<file path="src/rtl/rf_wb_arbiter_if.sv">
// rf_wb_arbiter_if
//   Bundles the issue, decode-hazard, writeback-request and register-file
//   write-port signals of rf_wb_arbiter.
//
//   slave  : the arbiter side. It takes the valids, register addresses and
//            data as inputs, and drives the readies, hazards and Rw/busW/RegWr.
//   master : the IDU/EXU/LSU side, which is the reverse of slave.
//
//   Handshake semantics for every valid/ready pair:
//     - A transfer happens on a rising clock edge where valid and ready are
//       both 1.
//     - A requester holds valid and its payload stable until that edge.
//     - ready is a combinational function of the current inputs and state.
//       It is never withdrawn within a cycle.
interface rf_wb_arbiter_if #(
    parameter int ADDR_WIDTH = 5,
    parameter int DATA_WIDTH = 32
);
    logic                  issue_valid;
    logic [ADDR_WIDTH-1:0] issue_rd;
    logic                  issue_ready;

    logic [ADDR_WIDTH-1:0] Ra;
    logic [ADDR_WIDTH-1:0] Rb;
    logic                  hazard_a;
    logic                  hazard_b;

    logic                  exu_valid;
    logic [ADDR_WIDTH-1:0] exu_rd;
    logic [DATA_WIDTH-1:0] exu_data;
    logic                  exu_ready;

    logic                  lsu_valid;
    logic [ADDR_WIDTH-1:0] lsu_rd;
    logic [DATA_WIDTH-1:0] lsu_data;
    logic                  lsu_ready;

    logic [ADDR_WIDTH-1:0] Rw;
    logic [DATA_WIDTH-1:0] busW;
    logic                  RegWr;

    modport slave (
        input  issue_valid, issue_rd, Ra, Rb,
        input  exu_valid, exu_rd, exu_data,
        input  lsu_valid, lsu_rd, lsu_data,
        output issue_ready, hazard_a, hazard_b,
        output exu_ready, lsu_ready,
        output Rw, busW, RegWr
    );

    modport master (
        output issue_valid, issue_rd, Ra, Rb,
        output exu_valid, exu_rd, exu_data,
        output lsu_valid, lsu_rd, lsu_data,
        input  issue_ready, hazard_a, hazard_b,
        input  exu_ready, lsu_ready,
        input  Rw, busW, RegWr
    );
endinterface

</file>
<file path="src/rtl/rf_wb_arbiter.sv">
// rf_wb_arbiter
//   Controls the write port of the register file and keeps its scoreboard.
//   - EXU and LSU share the single write port. A round-robin arbiter picks
//     one of them each cycle.
//   - A busy bit per register records each destination that IDU has
//     reserved and that no writeback has yet completed.
//   - Read-after-write hazards on Ra/Rb are reported to decode.
//
// Ports:
//   Wrclk  : clock; all state updates on the rising edge.
//   rst_n  : asynchronous, active-low reset.
//   bus    : rf_wb_arbiter_if.slave, containing
//     - issue_valid/issue_rd/issue_ready : destination reservations from IDU
//     - Ra/Rb -> hazard_a/hazard_b       : decode hazard query
//     - exu_*/lsu_*                      : writeback requests
//     - Rw/busW/RegWr                    : registered register-file write port
module rf_wb_arbiter #(
    parameter int ADDR_WIDTH = 5,
    parameter int DATA_WIDTH = 32
) (
    input  logic             Wrclk,
    input  logic             rst_n,
    rf_wb_arbiter_if.slave   bus
);
    localparam int NUM_REGS = 2 ** ADDR_WIDTH;

    logic [NUM_REGS-1:0]   busy;
    logic [NUM_REGS-1:0]   busy_next;
    // 1 when the LSU received the most recent grant, so the EXU wins the
    // next contention.
    logic                  last_grant_lsu;

    logic                  exu_grant;
    logic                  lsu_grant;
    logic                  wb_fire;
    logic [ADDR_WIDTH-1:0] wb_rd;
    logic [DATA_WIDTH-1:0] wb_data;
    logic                  issue_ok;
    logic                  issue_fire;

    logic [ADDR_WIDTH-1:0] rw_q;
    logic [DATA_WIDTH-1:0] busw_q;
    logic                  regwr_q;

    // Round-robin grant. It depends only on the valids and the last winner,
    // so a ready never changes while its valid is held.
    always_comb begin
        exu_grant = rst_n & bus.exu_valid & (~bus.lsu_valid | last_grant_lsu);
        lsu_grant = rst_n & bus.lsu_valid & (~bus.exu_valid | ~last_grant_lsu);
    end

    assign wb_fire = exu_grant | lsu_grant;
    assign wb_rd   = exu_grant ? bus.exu_rd   : bus.lsu_rd;
    assign wb_data = exu_grant ? bus.exu_data : bus.lsu_data;

    // A reservation waits while its destination still has an earlier write
    // outstanding. x0 is never tracked, so a reservation of x0 is always
    // accepted.
    assign issue_ok   = rst_n & ((bus.issue_rd == '0) | ~busy[bus.issue_rd]);
    assign issue_fire = bus.issue_valid & issue_ok;

    // A writeback clears its bit first and a reservation sets its bit after.
    // If both hit the same register in one cycle, that register was not busy
    // (issue_ok), and the new reservation must survive.
    always_comb begin
        busy_next = busy;
        if (wb_fire) begin
            busy_next[wb_rd] = 1'b0;
        end
        if (issue_fire && (bus.issue_rd != '0)) begin
            busy_next[bus.issue_rd] = 1'b1;
        end
    end

    always_ff @(posedge Wrclk or negedge rst_n) begin
        if (!rst_n) begin
            busy           <= '0;
            last_grant_lsu <= 1'b1;
        end else begin
            busy <= busy_next;
            if (wb_fire) begin
                last_grant_lsu <= lsu_grant;
            end
        end
    end

    // Write port. Rw and busW capture every granted request, including a
    // request to x0. RegWr stays low for x0 so that x0 is never written.
    always_ff @(posedge Wrclk or negedge rst_n) begin
        if (!rst_n) begin
            rw_q    <= '0;
            busw_q  <= '0;
            regwr_q <= 1'b0;
        end else begin
            if (wb_fire) begin
                rw_q    <= wb_rd;
                busw_q  <= wb_data;
                regwr_q <= (wb_rd != '0);
            end else begin
                regwr_q <= 1'b0;
            end
        end
    end

    // The in-flight term covers the cycle after busy has cleared, while the
    // register file has not yet taken the write.
    always_comb begin
        bus.hazard_a = rst_n & (bus.Ra != '0) &
                       (busy[bus.Ra] | (regwr_q & (rw_q == bus.Ra)));
        bus.hazard_b = rst_n & (bus.Rb != '0) &
                       (busy[bus.Rb] | (regwr_q & (rw_q == bus.Rb)));
    end

    assign bus.exu_ready   = exu_grant;
    assign bus.lsu_ready   = lsu_grant;
    assign bus.issue_ready = issue_ok;
    assign bus.Rw          = rw_q;
    assign bus.busW        = busw_q;
    assign bus.RegWr       = regwr_q;
endmodule

</file>
<file path="src/flat_wrapper.sv">
// flat-port wrapper written by rule: the top's interface ports become plain ports
module rf_wb_arbiter_flat 
#(
    parameter int ADDR_WIDTH = 5,
    parameter int DATA_WIDTH = 32
)
  (Wrclk, rst_n, bus_issue_valid, bus_issue_rd, bus_Ra, bus_Rb, bus_exu_valid, bus_exu_rd, bus_exu_data, bus_lsu_valid, bus_lsu_rd, bus_lsu_data, bus_issue_ready, bus_hazard_a, bus_hazard_b, bus_exu_ready, bus_lsu_ready, bus_Rw, bus_busW, bus_RegWr);
  rf_wb_arbiter_if #(.ADDR_WIDTH(ADDR_WIDTH), .DATA_WIDTH(DATA_WIDTH)) bus_i ();
  input  logic Wrclk;
  input  logic rst_n;
  input wire logic [$bits(bus_i.issue_valid)-1:0] bus_issue_valid;
  input wire logic [$bits(bus_i.issue_rd)-1:0] bus_issue_rd;
  input wire logic [$bits(bus_i.Ra)-1:0] bus_Ra;
  input wire logic [$bits(bus_i.Rb)-1:0] bus_Rb;
  input wire logic [$bits(bus_i.exu_valid)-1:0] bus_exu_valid;
  input wire logic [$bits(bus_i.exu_rd)-1:0] bus_exu_rd;
  input wire logic [$bits(bus_i.exu_data)-1:0] bus_exu_data;
  input wire logic [$bits(bus_i.lsu_valid)-1:0] bus_lsu_valid;
  input wire logic [$bits(bus_i.lsu_rd)-1:0] bus_lsu_rd;
  input wire logic [$bits(bus_i.lsu_data)-1:0] bus_lsu_data;
  output wire logic [$bits(bus_i.issue_ready)-1:0] bus_issue_ready;
  output wire logic [$bits(bus_i.hazard_a)-1:0] bus_hazard_a;
  output wire logic [$bits(bus_i.hazard_b)-1:0] bus_hazard_b;
  output wire logic [$bits(bus_i.exu_ready)-1:0] bus_exu_ready;
  output wire logic [$bits(bus_i.lsu_ready)-1:0] bus_lsu_ready;
  output wire logic [$bits(bus_i.Rw)-1:0] bus_Rw;
  output wire logic [$bits(bus_i.busW)-1:0] bus_busW;
  output wire logic [$bits(bus_i.RegWr)-1:0] bus_RegWr;
  assign bus_i.issue_valid = bus_issue_valid;
  assign bus_i.issue_rd = bus_issue_rd;
  assign bus_i.Ra = bus_Ra;
  assign bus_i.Rb = bus_Rb;
  assign bus_i.exu_valid = bus_exu_valid;
  assign bus_i.exu_rd = bus_exu_rd;
  assign bus_i.exu_data = bus_exu_data;
  assign bus_i.lsu_valid = bus_lsu_valid;
  assign bus_i.lsu_rd = bus_lsu_rd;
  assign bus_i.lsu_data = bus_lsu_data;
  assign bus_issue_ready = bus_i.issue_ready;
  assign bus_hazard_a = bus_i.hazard_a;
  assign bus_hazard_b = bus_i.hazard_b;
  assign bus_exu_ready = bus_i.exu_ready;
  assign bus_lsu_ready = bus_i.lsu_ready;
  assign bus_Rw = bus_i.Rw;
  assign bus_busW = bus_i.busW;
  assign bus_RegWr = bus_i.RegWr;
  rf_wb_arbiter #(.ADDR_WIDTH(ADDR_WIDTH), .DATA_WIDTH(DATA_WIDTH)) u_core (.Wrclk(Wrclk), .rst_n(rst_n), .bus(bus_i));
endmodule
</file>
<file path="config.mk">
export PLATFORM = sky130hd
export DESIGN_NAME = rf_wb_arbiter_flat
export DESIGN_NICKNAME = d
export VERILOG_FILES = /design/src/rtl/rf_wb_arbiter_if.sv /design/src/rtl/rf_wb_arbiter.sv /design/src/flat_wrapper.sv
export SDC_FILE = /design/constraint.sdc
export NUM_CORES = 1
export LEC_CHECK = 0
export CORE_MARGIN = 2
export CORE_UTILIZATION = 25
export DETAILED_ROUTE_END_ITERATION = 10
export PLACE_DENSITY = 0.55
export SYNTH_ARGS = -nofsm -noshare
export SYNTH_HDL_FRONTEND = slang
export SYNTH_SLANG_ARGS = --single-unit
</file>
<file path="constraint.sdc">
create_clock -name Wrclk -period 5 [get_ports Wrclk]
set_input_delay 1 -clock Wrclk [delete_from_list [all_inputs] [get_ports Wrclk]]
set_output_delay 1 -clock Wrclk [all_outputs]
set_load 0.02 [all_outputs]
</file>
==> After elaboration in Yosys (flattened, before gate mapping) <==
Index checks and enable logic that the tools add are counted.
{ "classes": {"mul": 0, "n_eq_ne": 2, "div": 0, "shifts": 0, "n_mux": 15, "bitwise_logic": 25, "order_cmp": 6, "n_addsub": 0, "n_reduce_logical": 8} }
{ "op_table": {"columns": ["operator", "n"], "rows": [
  ["2-to-1 mux 32 bit", 3],
  ["bitwise AND 32 bit", 1],
  ["inverter 32 bit", 1],
  ["bitwise OR 32 bit", 1],
  ["< comparator 5 x 6 -> 1 bit, second input constant", 4],
  ["nonzero test 5 bit", 4],
  ["binary-select mux 1 bit (select 5 bit)", 3],
  ["bitwise AND 1 bit", 12],
  ["demux 1 bit (select 5 bit)", 2],
  ["== test 5 bit", 2],
  ["greater-or-equal comparator 5 x 1 -> 1 bit, second input constant", 2],
  ["2-to-1 mux 1 bit", 6],
  ["bitwise OR 1 bit", 6],
  ["logical NOT 5 bit", 1],
  ["2-to-1 mux 5 bit", 1],
  ["inverter 1 bit", 4],
  ["logical AND 1 bit", 3]
]} }
{ "word_totals": {"reg_bits": 71, "mem_count": 0, "rom_bits": 0, "ramBits": 0, "output_inout_bits": 43, "in_bits": 94, "latchBits": 0} }

==> Depth between registers and ports, before layout <==
{ "logic_depth": {"depth_word": 13, "depth_mapped": 8, "ltp_nobuf": 5} }

==> Worst setup path after synthesis <==
Ideal clock, no wire load.
{ "synth_timing": {"path_type": "input-to-output", "startpoint": "input port bus_Ra[0]", "endpoint": "output port bus_hazard_a", "slack_ps": 1170, "arrival_ps": 2830, "path_buffers": 1, "path_stages": 5, "cell_sequence": "clkbuf_1 mux4_2 mux2_2 a2111oi_0 nor2_1"} }
{ "synth_via": {"elab_chain_len": 4} }
{ "synth_rtl": {"columns": ["item", "line_no", "source"], "rows": [
  ["from (decl)", "flat_wrapper.sv:13", "input wire logic [$bits(bus_i.Ra)-1:0] bus_Ra;"],
  ["binary-select mux 1 bit (select 5 bit) / == test 5 bit (equally long branches)", "rf_wb_arbiter.sv:109", "(busy[bus.Ra] | (regwr_q & (rw_q == bus.Ra)));"],
  ["2-to-1 mux 1 bit (implied by the code) / bitwise AND 1 bit (equally long branches)", "rf_wb_arbiter.sv:109", null],
  ["bitwise OR 1 bit", "rf_wb_arbiter.sv:109", null],
  ["bitwise AND 1 bit (*)", "rf_wb_arbiter.sv:108", "bus.hazard_a = rst_n & (bus.Ra != '0) &"],
  ["to (decl)", "flat_wrapper.sv:22", "output wire logic [$bits(bus_i.hazard_a)-1:0] bus_hazard_a;"]
]} }
Mark *: on every way between the ends. The rest lies on a longest branch, timed or not. The select of a mux whose other input is x is not followed.

==> Worst setup path after layout <==
{ "layout_timing": {"startpoint": "input port bus_issue_rd[0]", "endpoint": "output port bus_issue_ready"} }
{ "layout_via": {"elab_chain_len": 5} }
{ "layout_rtl": {"columns": ["item", "line_no", "source"], "rows": [
  ["from (decl)", "flat_wrapper.sv:12", "input wire logic [$bits(bus_i.issue_rd)-1:0] bus_issue_rd;"],
  ["binary-select mux 1 bit (select 5 bit)", "rf_wb_arbiter.sv:59", "assign issue_ok = rst_n & ((bus.issue_rd == '0) | ~busy[bus.issue_rd]);"],
  ["2-to-1 mux 1 bit (implied by the code)", "rf_wb_arbiter.sv:59", null],
  ["inverter 1 bit", "rf_wb_arbiter.sv:59", null],
  ["bitwise OR 1 bit (*)", "rf_wb_arbiter.sv:59", null],
  ["bitwise AND 1 bit (*)", "rf_wb_arbiter.sv:59", null],
  ["to (decl)", "flat_wrapper.sv:21", "output wire logic [$bits(bus_i.issue_ready)-1:0] bus_issue_ready;"]
]} }
Marked as above.

==> impl_results.md <==
* Pin count of the biggest net entering global routing at 41
* CTS tree: done
* Max Clock Skew at 0.00893 ns
* # port buffers at roughly 140
* Ys Warns at 0
* Register area share after synthesis at 0.408
* R2R Path End: u_core.busy[15]$_DFF_PN0_
* R2R setup slack at 2.44 ns
* Max-slew violations at 0
* Final ANT Viol Nets at 0
* Drt wl/cell at 18.7 microns
* Non-Filler Instances at 807
* DR vias/cell at around 5.3
* # clock sinks at 71
* Startpoint class of the critical path: primary input
* Post-CTS setup buffer count at 0
* Die Span X at between 100 and 150 microns
* Leading area contributor after synthesis: dfrtp_1
* Hold WC Path Type: primary input to asynchronous set/reset pin
* Fmax at about 210 MHz
* Max-cap viol count at 0
* Worst path slowest cell: clkdlybuf4s50_1
* Fin. Hold Viols at 0
* Critical path cell sequence: clkdlybuf4s50_1 -> buf_4 -> mux4_1 -> a32o_2 -> nor4_4 -> a21oi_1 -> nor2b_1 -> clkdlybuf4s50_1
* Critical Path Most Common Cell: clkdlybuf4s50_1
* Util after Layout at 0.361
* First-pass GRT wire length at ~23000 microns
* Place WS at 0.176 ns
* CP required at 4.00 ns
* Final setup TNS at 0 ns
* # fillers at around 1.8k
* EDFF count, synth at 0
* P_leak at about 0.0024 uW
* Worst Path Buf+Inv at 3
* Core area at approximately 0.017 sq mm
* Dpl cells at 791
* Reg clk slew, reported paths at 0.06 ns
* Flops & latches, synth at 71
* RSZ-0062 raised after global routing: no
* CTS Hold Buffers Added at 0
* Placed instance area at 0.00591 sq mm
* GRT overflow at 0
* Die area at about 0.018 sq mm
* Status: finished clean
* CP top delay family: buffers and inverters
* Critical Path Sink Type: primary output
* Period minus WS final at 4.81 ns
* Cell Area, Synth at 0.00435 sq mm
* Clk_lat worst skew at 0.35 ns
* Yosys cell types at 53
* Worst path max stage delay at 0.61 ns
* Die Height at 136 microns
* # rows at 48
* Hpwl dp at 11200 microns
* Syn Inst Count at 456
* Top_reg_cell synth: dfrtp_1
* Largest cells by area after synthesis: dfrtp_1 (40%), mux4_2 (8.8%), o31ai_1 (7.4%), nand2_1 (7.3%), a31oi_1 (5.2%)
* Final Instance Area at about 0.0062 sq mm
* Average cell area after synthesis at 9.55 sq um
* GRT Total Usage at 0.166
* Ys async rst share at 1.00
* Diodes inserted at 0
* Layout net count at 671
* Slew margin rel. at 0.265
* PnR worst setup slack at between 0.15 and 0.2 ns
* Reg2reg start: u_core.busy[26]$_DFF_PN0_
* Most common cell in the synthesized netlist: nand2_1
* DRT iter0 DRCs at 282
* Worst Setup SP: bus_issue_rd[0]
* PwrDens at between 300 and 400 mW/mm^2
* Worst setup path endpoint: bus_issue_ready
* Starting Density at 0.253
* Maximum clock path buffer count at 2
* Critical path class: primary input to primary output
* Yosys top cell area share at 0.402
* Setup violators final at 0
* DRC errors left at 0
* Share of cells above drive strength 1 at 0.0876
* Worst-path maximum fanout at 12
* Synthesized net count at 550
* Vias in the first global route at 4262
* Worst-margin pin slew at 1.10 ns
* H-tree levels at 3
* # IOs at 137
* Drt first pass iters at 5
* # resized after CTS at 0
* Crit path depth at 8
* Top cell types by occurrence after synthesis: nand2_1 (85), dfrtp_1 (70), nor2_1 (46)
* Max IR drop VDD at roughly 0.19 mV
* Cts bufs inserted at 9
* Final worst-path cycle share at 0.961
* RePlAce Congestion at 0.864
* Layout area overhead at 42.6%
* Routed Wire Length at 15100 microns
* Via Count at about 4.3k
* Initial antenna violation count at 0
* Cell depth of the worst flop-to-flop path at 5
* Arrival @ worst endpoint at about 3.8 ns
* Root buffer cell: clkbuf_16
[cells in the final DEF, fill, tap and decap left out, types with 3 or more instances in the layout]
master           count
mux4_2              17
nor2_1              46
nand3_1              6
xnor2_1              6
a31oi_1             36
nand4_1              3
a21oi_1              8
nor3b_1              3
clkdlybuf4s50_1    135
mux4_1               7
nor2b_1              7
clkbuf_16            9
nand2b_1             4
dfrtp_1             70
o31ai_1             43
nor3_1               3
o21ai_0             21
buf_4               10
xor2_1               4
and3_1               4
o41ai_1              5
nand2_1             85
[flip-flops by register name, indices dropped and copies added (netlist names)]
| signal | count |
|---|---|
| u_core.bus.RegWr | 1 |
| u_core.bus.busW | 32 |
| u_core.bus.Rw | 5 |
| u_core.last_grant_lsu | 1 |
| u_core.busy | 32 |
[through the flow]
| stage | hold WS [ns] | power (uW) |
|---|---|---|
| 6_report | 0.472 | 2070 |
| 5_1_grt | 0.469 | 2160 |
| 4_1_cts | 0.461 | 2080 |
| 3_5_place_dp | 0.495 | 1420 |
| 3_3_place_gp | 0.494 | 1410 |
| 2_1_floorplan | 0.475 | 1110 |
[cell families after synthesis]
kind of cell | synth area share
flip-flops | 0.408
multiplexers | 0.140
XOR/XNOR | 0.0201
AND/OR/NAND/NOR | 0.187
buffers and inverters | 0.0382
AO/OA/AOI/OAI | 0.206
[metal layers]
metal | share of wire | track usage | up-vias
met1 | 0.40 | 0.205 | 2047
met4 | 0.026 | 0.0677 | 0
met3 | 0.11 | 0.0630 | 30
met2 | 0.46 | 0.261 | 256
li1 | - | - | 1958
met5 | 0 | 0 | -
[worst min-delay path by stage]
stage,to,cells after the start,from
final,u_core.bus.busW[26]$_DFFE_PN0N_,1,rst_n
after global routing,u_core.bus.RegWr$_DFF_PN0_,1,rst_n
after CTS,u_core.bus.busW[26]$_DFFE_PN0N_,1,rst_n
after detailed placement,u_core.last_grant_lsu$_DFFE_PN1N_,2,u_core.last_grant_lsu$_DFFE_PN1N_
after global placement,u_core.last_grant_lsu$_DFFE_PN1N_,2,u_core.last_grant_lsu$_DFFE_PN1N_
after floorplan,u_core.last_grant_lsu$_DFFE_PN1N_,2,u_core.last_grant_lsu$_DFFE_PN1N_
[area by class of cell]
class | instances | area, sq um | share of cell area
flip-flops and latches | 71 | 1780 | 0.286
clock inverters | 5 | 56.3 | 0.00907
well taps | 225 | 282 | 0.0454
repair buffers | 145 | 1430 | 0.230
inverters | 3 | 11.3 | 0.00181
clock buffers | 11 | 243 | 0.0391
multi-input cells | 347 | 2410 | 0.388
[report_power, final]
part	internal, uW	switching (uW)	total, uW
Clock	400	262	662
Sequential	677	122	799
Combinational	320	292	613
Total	1400	677	2070
No activity file was read; power rests on OpenSTA's default activity.
